## src/rtl/game_pkg.sv

```systemverilog
// Shared types and constants for the game round controller and its LFSR.
package game_pkg;

    // Session sequencer states.
    typedef enum logic [3:0] {
        IDLE,
        GEN,
        RST_GAME,
        LOAD,
        START,
        WAIT,
        NEXT,
        DONE,
        FAIL,
        ABORT
    } state_t;

    // Notes per pattern word; each note occupies one 4-bit nibble.
    localparam int SLOTS = 8;

    // Fibonacci taps for x^16+x^14+x^13+x^11+1: bits 15, 13, 12 and 10.
    localparam logic [15:0] LFSR_TAPS = 16'hB400;

    // Seed used at reset and whenever a zero seed is requested.
    localparam logic [15:0] LFSR_DEFAULT_SEED = 16'hACE1;

    // A zero note means "silent" to the game module, so it is never emitted.
    localparam logic [2:0] NOTE_SILENT   = 3'd0;
    localparam logic [2:0] NOTE_FALLBACK = 3'd1;

    // One LFSR step: shift left, XOR of the taps enters at bit 0.
    function automatic logic [15:0] lfsr_advance(input logic [15:0] value);
        return {value[14:0], ^(value & LFSR_TAPS)};
    endfunction

    // Map the low LFSR bits to a playable note.
    function automatic logic [2:0] note_of(input logic [2:0] bits);
        return (bits == NOTE_SILENT) ? NOTE_FALLBACK : bits;
    endfunction

endpackage

```

## src/rtl/note_lfsr.sv

```systemverilog
// 16-bit Fibonacci LFSR producing non-silent 3-bit notes.
// The note output is the note that belongs to the value after this cycle's step.
module note_lfsr
    import game_pkg::*;
#(
    parameter logic [15:0] FALLBACK_SEED = LFSR_DEFAULT_SEED
) (
    input  logic        clk,
    input  logic        reset,
    input  logic        load,
    input  logic        step,
    input  logic [15:0] seed,
    output logic [2:0]  note
);

    logic [15:0] lfsr;
    logic [15:0] lfsr_next;

    assign lfsr_next = lfsr_advance(lfsr);
    assign note      = note_of(lfsr_next[2:0]);

    // LFSR register: reload on load (zero seed would lock up), otherwise step on demand.
    always_ff @(posedge clk or posedge reset) begin
        // NOTE: sequential state uses non-blocking assignments so every register
        // samples pre-edge values regardless of block ordering.
        if (reset) begin
            lfsr <= FALLBACK_SEED;
        end else if (load) begin
            lfsr <= (seed == 16'd0) ? FALLBACK_SEED : seed;
        end else if (step) begin
            lfsr <= lfsr_next;
        end
    end

endmodule

```

## src/rtl/game_round_controller.sv

```systemverilog
// Multi-round session sequencer for the note-memory game module.
// Per round: build an 8-note pattern, reset the game, load the pattern,
// start it, then wait for game_end. All outputs decode the state register.
module game_round_controller
    import game_pkg::*;
#(
    parameter int          NUM_ROUNDS     = 3,
    parameter logic [31:0] TIMEOUT_CYCLES = 32'd600_000_000,
    parameter logic [15:0] DEFAULT_SEED   = LFSR_DEFAULT_SEED
) (
    input  logic        clk,
    input  logic        reset,
    input  logic        start_btn,
    input  logic        abort_btn,
    input  logic [15:0] seed,
    input  logic        game_end_in,
    output logic        game_reset_out,
    output logic        write_enable_out,
    output logic [31:0] data_out,
    output logic        game_start_out,
    output logic [2:0]  round_out,
    output logic        busy,
    output logic        all_done,
    output logic        timeout_flag
);

    state_t      state;
    state_t      state_next;
    logic [2:0]  slot;
    logic [2:0]  round;
    logic [31:0] pattern;
    logic [31:0] timeout_cnt;
    logic        game_end_prev;
    logic        game_end_rise;
    logic        timeout_hit;
    logic        start_ok;
    logic        gen_step;
    logic [2:0]  note;

    // A start is only honoured from a resting state, and abort always wins.
    assign start_ok = start_btn && !abort_btn
                      && (state == IDLE || state == DONE || state == FAIL);

    assign gen_step      = (state == GEN);
    assign game_end_rise = game_end_in && !game_end_prev;
    assign timeout_hit   = (TIMEOUT_CYCLES != 32'd0)
                           && (timeout_cnt == TIMEOUT_CYCLES - 32'd1);

    note_lfsr #(
        .FALLBACK_SEED(DEFAULT_SEED)
    ) u_note_lfsr (
        .clk   (clk),
        .reset (reset),
        .load  (start_ok),
        .step  (gen_step),
        .seed  (seed),
        .note  (note)
    );

    // State register.
    always_ff @(posedge clk or posedge reset) begin
        if (reset) begin
            state <= IDLE;
        end else begin
            state <= state_next;
        end
    end

    // Next-state logic and Moore output decode.
    always_comb begin
        // NOTE: every output of this block gets a default first, so no path
        // leaves a signal unassigned and no latch is inferred.
        state_next       = state;
        game_reset_out   = 1'b0;
        write_enable_out = 1'b0;
        data_out         = 32'd0;
        game_start_out   = 1'b0;
        busy             = 1'b1;
        all_done         = 1'b0;
        timeout_flag     = 1'b0;
        round_out        = round;

        if (abort_btn && state != IDLE) begin
            state_next = ABORT;
        end else begin
            case (state)
                IDLE, DONE, FAIL: if (start_ok) state_next = GEN;
                GEN:              if (slot == 3'(SLOTS - 1)) state_next = RST_GAME;
                RST_GAME:         state_next = LOAD;
                LOAD:             state_next = START;
                START:            state_next = WAIT;
                WAIT: begin
                    if (game_end_rise)    state_next = NEXT;
                    else if (timeout_hit) state_next = FAIL;
                end
                NEXT:             state_next = (round == 3'(NUM_ROUNDS - 1)) ? DONE : GEN;
                ABORT:            state_next = IDLE;
                default:          state_next = IDLE;
            endcase
        end

        case (state)
            IDLE:     busy = 1'b0;
            DONE: begin
                busy     = 1'b0;
                all_done = 1'b1;
            end
            FAIL: begin
                busy         = 1'b0;
                timeout_flag = 1'b1;
            end
            RST_GAME, ABORT: game_reset_out = 1'b1;
            LOAD: begin
                write_enable_out = 1'b1;
                data_out         = pattern;
            end
            START:   game_start_out = 1'b1;
            default: ;
        endcase
    end

    // Pattern assembly: one nibble per GEN cycle, bit 3 of each nibble kept clear.
    always_ff @(posedge clk or posedge reset) begin
        // NOTE: the pattern register is reset even though it is only observed in
        // LOAD, so a stale word can never leak out after a mid-session reset.
        if (reset) begin
            slot    <= 3'd0;
            pattern <= 32'd0;
        end else if (state == GEN) begin
            slot                        <= slot + 3'd1;
            pattern[{slot, 2'b00} +: 4] <= {1'b0, note};
        end else begin
            slot <= 3'd0;
        end
    end

    // Round index: cleared on an accepted start, advanced when NEXT loops back to GEN.
    always_ff @(posedge clk or posedge reset) begin
        if (reset) begin
            round <= 3'd0;
        end else if (start_ok) begin
            round <= 3'd0;
        end else if (state == NEXT && state_next == GEN) begin
            round <= round + 3'd1;
        end
    end

    // Saturating WAIT timer, cleared in START.
    always_ff @(posedge clk or posedge reset) begin
        if (reset) begin
            timeout_cnt <= 32'd0;
        end else if (state == START) begin
            timeout_cnt <= 32'd0;
        end else if (state == WAIT && timeout_cnt != 32'hFFFF_FFFF) begin
            timeout_cnt <= timeout_cnt + 32'd1;
        end
    end

    // Previous game_end sample, tracked every cycle for edge detection.
    always_ff @(posedge clk or posedge reset) begin
        if (reset) begin
            game_end_prev <= 1'b0;
        end else begin
            game_end_prev <= game_end_in;
        end
    end

endmodule

```

## config.mk

```make
export PLATFORM = sky130hd
export DESIGN_NAME = game_round_controller
export DESIGN_NICKNAME = d
export VERILOG_FILES = /design/src/rtl/game_pkg.sv /design/src/rtl/note_lfsr.sv /design/src/rtl/game_round_controller.sv
export SDC_FILE = /design/constraint.sdc
export NUM_CORES = 1
export LEC_CHECK = 0
export CORE_MARGIN = 2
export CORE_UTILIZATION = 57
export CTS_BUF_LIST = sky130_fd_sc_hd__clkbuf_8
export DETAILED_ROUTE_END_ITERATION = 6
export PLACE_DENSITY = 0.78
export SLEW_MARGIN = 30
export SYNTH_ARGS = -nofsm -noshare
export SYNTH_HDL_FRONTEND = slang
export SYNTH_SLANG_ARGS = --single-unit
```

## constraint.sdc

```tcl
create_clock -name clk -period 3.5 [get_ports clk]
set_clock_uncertainty 0.1 [all_clocks]
set_input_delay 0.7 -clock clk [delete_from_list [all_inputs] [get_ports clk]]
set_output_delay 0.7 -clock clk [all_outputs]
set_load 0.02 [all_outputs]
```

==> impl_metrics.json, run 1 <==
{
  "syn_to_final_growth_pct": 18.39,
  "powerDensity_nw_per_um2": 527.1,
  "drv_slew": 0,
  "final_cells": 659,
  "synth.distinct_cells": 61,
  "synth_top_area_share_pct": 39.75,
  "ir_drop_mv": 0.3406,
  "die_h_um": 95.02,
  "startpoint_type": "flip-flop",
  "path_class": "flip-flop to output pin",
  "rsz0062_at_grt": "false",
  "p_int_mw": 1.985,
  "yosysTopAreaCell": "dfrtp_1",
  "setup_viol": 0,
  "fin_ws_ps": 333.9,
  "seq_area_frac_synth_pct": 44.20,
  "busiest_layer": "met2",
  "antenna_found_initial": 0,
  "yosysWarnings": 0,
  "drt_wl_total_um": 10690,
  "end_kind": "output pin",
  "cts_sinks": 83,
  "yosysMostFrequentCell": "dfrtp_1",
  "dp_cells": 643,
  "netlist_top_cells_count": "dfrtp_1 (75), nand2_1 (64), nor2_1 (33)",
  "drcViolationCount": 0,
  "drtAntennaViolNets": 0,
  "cap_violations": 0,
  "clk_path_buf_depth": 2,
  "relSlewSlack_pct": 50.47,
  "nets": 577,
  "hp-class": "flip-flop to flip-flop",
  "insertion_delay_ps": 360,
  "io_pins": 62,
  "setup_tns_ps": 0,
  "netlist_instances": 494,
  "synth_edf_count": 0,
  "seqPwrFrac_pct": 46.3,
  "met1_usage_pct": 32.53,
  "multi_input_area_um2": 2449,
  "grt_pass1_wl_um": 17750,
  "post-place-ws_ps": 735.3,
  "place_area_um2": 5350,
  "cp.arrival_ps": 2370,
  "status": "finished clean",
  "start_util_pct": 58.05,
  "cts_root_buf": "clkbuf_8",
  "synth_area_um2": 4722,
  "max_freq_ghz": 0.3159,
  "vias_per_cell": 5.924,
  "cts_tree": "yes",
  "holdPathStages": 2,
  "dp_hpwl_um": 7354,
  "cp.required_ps": 2700,
  "min_period_ps": 3166,
  "synth_ff_type": "dfrtp_1",
  "avgRoutedWirePerCell_um": 16.22,
  "fill_cells": 621,
  "ctsHoldBuffers": 0,
  "num_rows": 33,
  "place.gp.congestion": 0.8752,
  "cts_buffers": 9,
  "rr_worst_depth": 5,
  "firstDrtPassIters": 4,
  "fp.dieW_um": 95.02,
  "p_leak_nw": 2.350,
  "clkTransAtPathRegs_ps": 80,
  "worstMarginPinSlew_ps": 735.1,
  "antenna_cells": 0,
  "regArea_um2": 2087,
  "grt_use_met2_pct": 42.43,
  "synth-seq-cells": 83,
  "pwr-share-comb_pct": 25.3,
  "drive_gt1_share_pct": 16.25,
  "synthTopCellsByArea": "dfrtp_1 (40%), mux2_2 (6.0%), nand2_1 (5.1%), dfstp_2 (4.5%), and2_1 (3.8%)",
  "grt_pass1_vias": 3769,
  "synth-async-reset-ratio_pct": 100.0,
  "grt_max_degree": 45,
  "grtUsageTotal_pct": 25.00,
  "dieArea_um2": 9028,
  "cts_max_level": 3,
  "core-area_um2": 8134,
  "p_sw_share_pct": 32.64,
  "cp_max_fo": 26,
  "syn_avg_cell_area_um2": 9.559,
  "cts_resized": 0,
  "p_sw_mw": 0.9617,
  "fin_crit_sh_pct": 90.46,
  "hold_viol_final": 0,
  "drtIter0Drc": 163,
  "post_cts_buffers": 0,
  "p_clk_share_pct": 28.5,
  "io_buffer_count": 53,
  "postLayoutCellArea_um2": 5590,
  "via_count": 3904,
  "timing.hold.ws_ps": 383.9,
  "grt_util_met3_pct": 3.162,
  "grt-ovfl-total": 0
}
[power groups by stage]
stage	combinational (mW)	sequential (mW)	clock [mW]
after global placement	0.696	1.37	0
after floorplan	0.554	1.30	0
after global routing	0.825	1.39	0.885
final	0.744	1.36	0.839
after detailed placement	0.730	1.37	0
after CTS	0.746	1.36	0.845
[critical path, stage by stage, from the launching register on]
cell             delay [ps]
dfrtp_1                 670
nand2_1                 150
nor3_2                  140
buf_4                   250
and2_1                  160
clkdlybuf4s50_1         630
[cells in the final DEF, fill, tap and decap left out, drive strengths merged, types with 6 or more instances in the layout]
| cell type | synthesis | routed |
|---|---|---|
| nor3 | 9 | 9 |
| mux2 | 25 | 25 |
| nand3 | 22 | 22 |
| dfstp | 8 | 8 |
| or3 | 6 | 6 |
| inv | 12 | 11 |
| ha | 7 | 7 |
| nand4 | 11 | 11 |
| a21oi | 28 | 28 |
| o21ai | 22 | 22 |
| nand2 | 64 | 64 |
| nand2b | 7 | 7 |
| dfrtp | 75 | 75 |
| or4 | 13 | 13 |
| o31ai | 12 | 12 |
| buf | 13 | 12 |
| mux2i | 13 | 13 |
| nor2 | 33 | 33 |
| and2 | 30 | 30 |
| clkbuf | 15 | 9 |
| and4 | 7 | 7 |
| nor4 | 12 | 12 |
| clkdlybuf4s50 | 0 | 53 |
| conb | 1 | 8 |
[flip-flops by register name, indices dropped and copies added (netlist names)]
signal and count:
timeout_cnt 32, pattern 24, u_note_lfsr.lfsr 16, state 4, round_out 3, slot 3
game_end_prev 1
[final cells by class]
cell class,count,share of cell area [%]
Multi-Input combinational cell,377,43.80
Sequential cell,83,37.33
Timing Repair Buffer,65,11.32
Clock buffer,9,2.216
Clock inverter,7,2.081
Inverter,13,0.8953
Tap cell,105,2.350
[worst paths after layout]
kind / start / to / slack (ps)
setup / recovery: state[1] / data_out[22] / 330
hold / removal: u_note_lfsr.lfsr[7] / u_note_lfsr.lfsr[7] / 380
setup reg to reg: state[2] / timeout_cnt[16] / 760
hold reg to reg: u_note_lfsr.lfsr[7] / u_note_lfsr.lfsr[7] / 380
max in group asynchronous: reset / u_note_lfsr.lfsr[5] / 1930
min in group asynchronous: reset / timeout_cnt[27] / 640
[kinds of logic after synthesis]
kind of cell | synth area share [%]
other | 0.07942
adder cells (fa/ha/maj) | 2.067
multiplexers | 8.717
AND/OR/NAND/NOR | 27.98
XOR/XNOR | 0.7418
flip-flops | 44.20
AO/OA/AOI/OAI | 11.47
buffers and inverters | 4.743
[through the flow]
| step | power (mW) | util (%) |
|---|---|---|
| 6_report | 2.947 | 68.73 |
| 2_1_floorplan | 1.850 | - |
| 3_5_place_dp | 2.101 | 65.77 |
| 4_1_cts | 2.951 | 68.73 |
| 5_1_grt | 3.105 | 68.73 |
| 3_3_place_gp | 2.068 | 65.77 |
[per-layer routing]
metal	vias to the layer above	part of all wire (%)
met5	-	0
met4	0	1.7
met3	19	3.8
met2	99	49
met1	1910	46
li1	1876	-
(Power assumes the default switching activity.)
==> inputs of run 2 (changes only) <==
- SLEW_MARGIN: 30 -> not set
==> results of run 2 <==
Final layout, timing and power as in run 1 (identical DEF).
==> inputs of run 3 (changes only) <==
==> constraint.sdc (replaced) <==
create_clock -name clk -period 3.5 [get_ports clk]
set_clock_uncertainty 0.1 [all_clocks]
set_input_delay 0.875 -clock clk [delete_from_list [all_inputs] [get_ports clk]]
set_output_delay 0.875 -clock clk [all_outputs]
set_load 0.02 [all_outputs]
==> impl_metrics.json, run 3 (same netlist as run 1, synthesis figures left out) <==
{
  "io_pins": 62,
  "largestRegisters": "timeout_cnt: 32 flops, pattern: 24 flops, u_note_lfsr.lfsr: 16 flops",
  "cts_tree": "yes",
  "antenna_cells": 0,
  "path_class": "flip-flop to output pin",
  "largest_register_ffs": 32,
  "grt_pass1_wl_um": 17970,
  "antenna_found_initial": 0,
  "clk_path_buf_depth": 2,
  "hp-class": "flip-flop to flip-flop",
  "fin_crit_sh_pct": 93.98,
  "core-area_um2": 8134,
  "dieArea_um2": 9028,
  "relSlewSlack_pct": 50.77,
  "min_period_ps": 3289,
  "nets": 577,
  "cts_root_buf": "clkbuf_8",
  "drtIter0Drc": 171,
  "timing.hold.ws_ps": 384.4,
  "die_h_um": 95.02,
  "startpoint_type": "flip-flop",
  "via_count": 3914,
  "ctsHoldBuffers": 0,
  "dp_hpwl_um": 7472,
  "wl_met1_um": 4745,
  "highest_layer": "met4",
  "fp.dieW_um": 95.02,
  "final_cell_mix": "dfrtp_1 (75), nand2_1 (64), clkdlybuf4s50_1 (53)",
  "num_rows": 33,
  "cp_max_fo": 26,
  "final_common_cell": "dfrtp_1",
  "syn_to_final_growth_pct": 17.73,
  "path_cells": "nand2_1, nor3_2, buf_4, and2_1, clkdlybuf4s50_1",
  "slowest_delay_ps": 630,
  "wl_met3_um": 412,
  "start_util_pct": 58.05,
  "slowest_stage": "dfrtp_1",
  "cts_buffers": 9,
  "power_mw": 2.837,
  "regMostFlops": "timeout_cnt",
  "cts_resized": 0,
  "drv_slew": 0,
  "route.met2.wl_um": 5192,
  "clkTransAtPathRegs_ps": 80,
  "status": "finished clean",
  "ir_drop_mv": 0.2968,
  "place_area_um2": 5350,
  "end_kind": "output pin",
  "grt_max_degree": 51,
  "cap_violations": 0,
  "setup_viol": 0,
  "grtUsageTotal_pct": 25.26,
  "place.gp.congestion": 0.9034,
  "cts_sinks": 83,
  "cp.arrival_ps": 2310,
  "drtAntennaViolNets": 0,
  "insertion_delay_ps": 360,
  "grt-ovfl-total": 0,
  "setup_tns_ps": 0,
  "utilization_pct": 68.34,
  "postLayoutCellArea_um2": 5559,
  "vias_per_cell": 5.939,
  "rsz0062_at_grt": "false",
  "drt_wl_total_um": 10500,
  "drive_gt1_share_pct": 15.88,
  "cts_max_level": 3,
  "p_leak_nw": 2.342,
  "avgRoutedWirePerCell_um": 15.93,
  "post_cts_buffers": 0,
  "io_buffer_count": 53,
  "drcViolationCount": 0,
  "cp.required_ps": 2520,
  "max_freq_ghz": 0.3040,
  "worstMarginPinSlew_ps": 728.1,
  "firstDrtPassIters": 4,
  "grt_pass1_vias": 3870,
  "hold_viol_final": 0,
  "powerDensity_nw_per_um2": 510.4
}
-- run 3: cell types whose count changed in the layout (fill, tap and decap cells not counted) --
cell       previous run  this run
inv_1                11        13
clkinv_4              1         0
bufinv_16             3         2
-- run 3: cell type report --
class | count | area [µm²]
clock inverters | 7 | 85.08
multi-input cells | 377 | 2449
repair buffers | 65 | 633.1
flip-flops and latches | 83 | 2087
well taps | 105 | 131.4
clock buffers | 9 | 123.9
inverters | 13 | 50.05
fillers | 641 | 2575
-- run 3: metal layers --
metal	global-route usage (%)	vias up
met4	9.662	0
met5	0	-
met2	43.03	106
met3	3.399	16
li1	-	1883
met1	32.89	1909
-- run 3: path summary, 6_finish.rpt --
| check | end | slack (ps) | depth (start not counted) | start |
|---|---|---|---|---|
| worst max-delay path | data_out[22] | 210 | 5 | state[1] |
| worst min-delay path | u_note_lfsr.lfsr[2] | 380 | 2 | u_note_lfsr.lfsr[2] |
| worst max register to register | pattern[30] | 890 | 4 | state[0] |
| worst min register to register | u_note_lfsr.lfsr[2] | 380 | 2 | u_note_lfsr.lfsr[2] |
| max in group asynchronous | u_note_lfsr.lfsr[11] | 1790 | 3 | reset |
| min in group asynchronous | pattern[1] | 790 | 2 | reset |
-- run 3: worst max-delay path: cells and delay by family (launching register included) --
| kind | cells | cell delay (ps) |
|---|---|---|
| buffers and inverters | 2 | 860 |
| AND/OR/NAND/NOR | 3 | 470 |
| flip-flops | 1 | 630 |
-- run 3: metrics by stage --
stage	setup WS, ps	instances
detailed placement	589.9	643
finish	210.8	659
global placement	674.0	643
global route	46.60	659
CTS	198.9	659
floorplan	401.4	501
-- run 3: report_power, final --
group	leakage [nW]	switching, mW	total, mW	internal (mW)
clock network	0.112	0.347	0.742	0.394
logic	1.14	0.410	0.732	0.322
registers	1.09	0.174	1.36	1.19
total	2.34	0.932	2.84	1.91
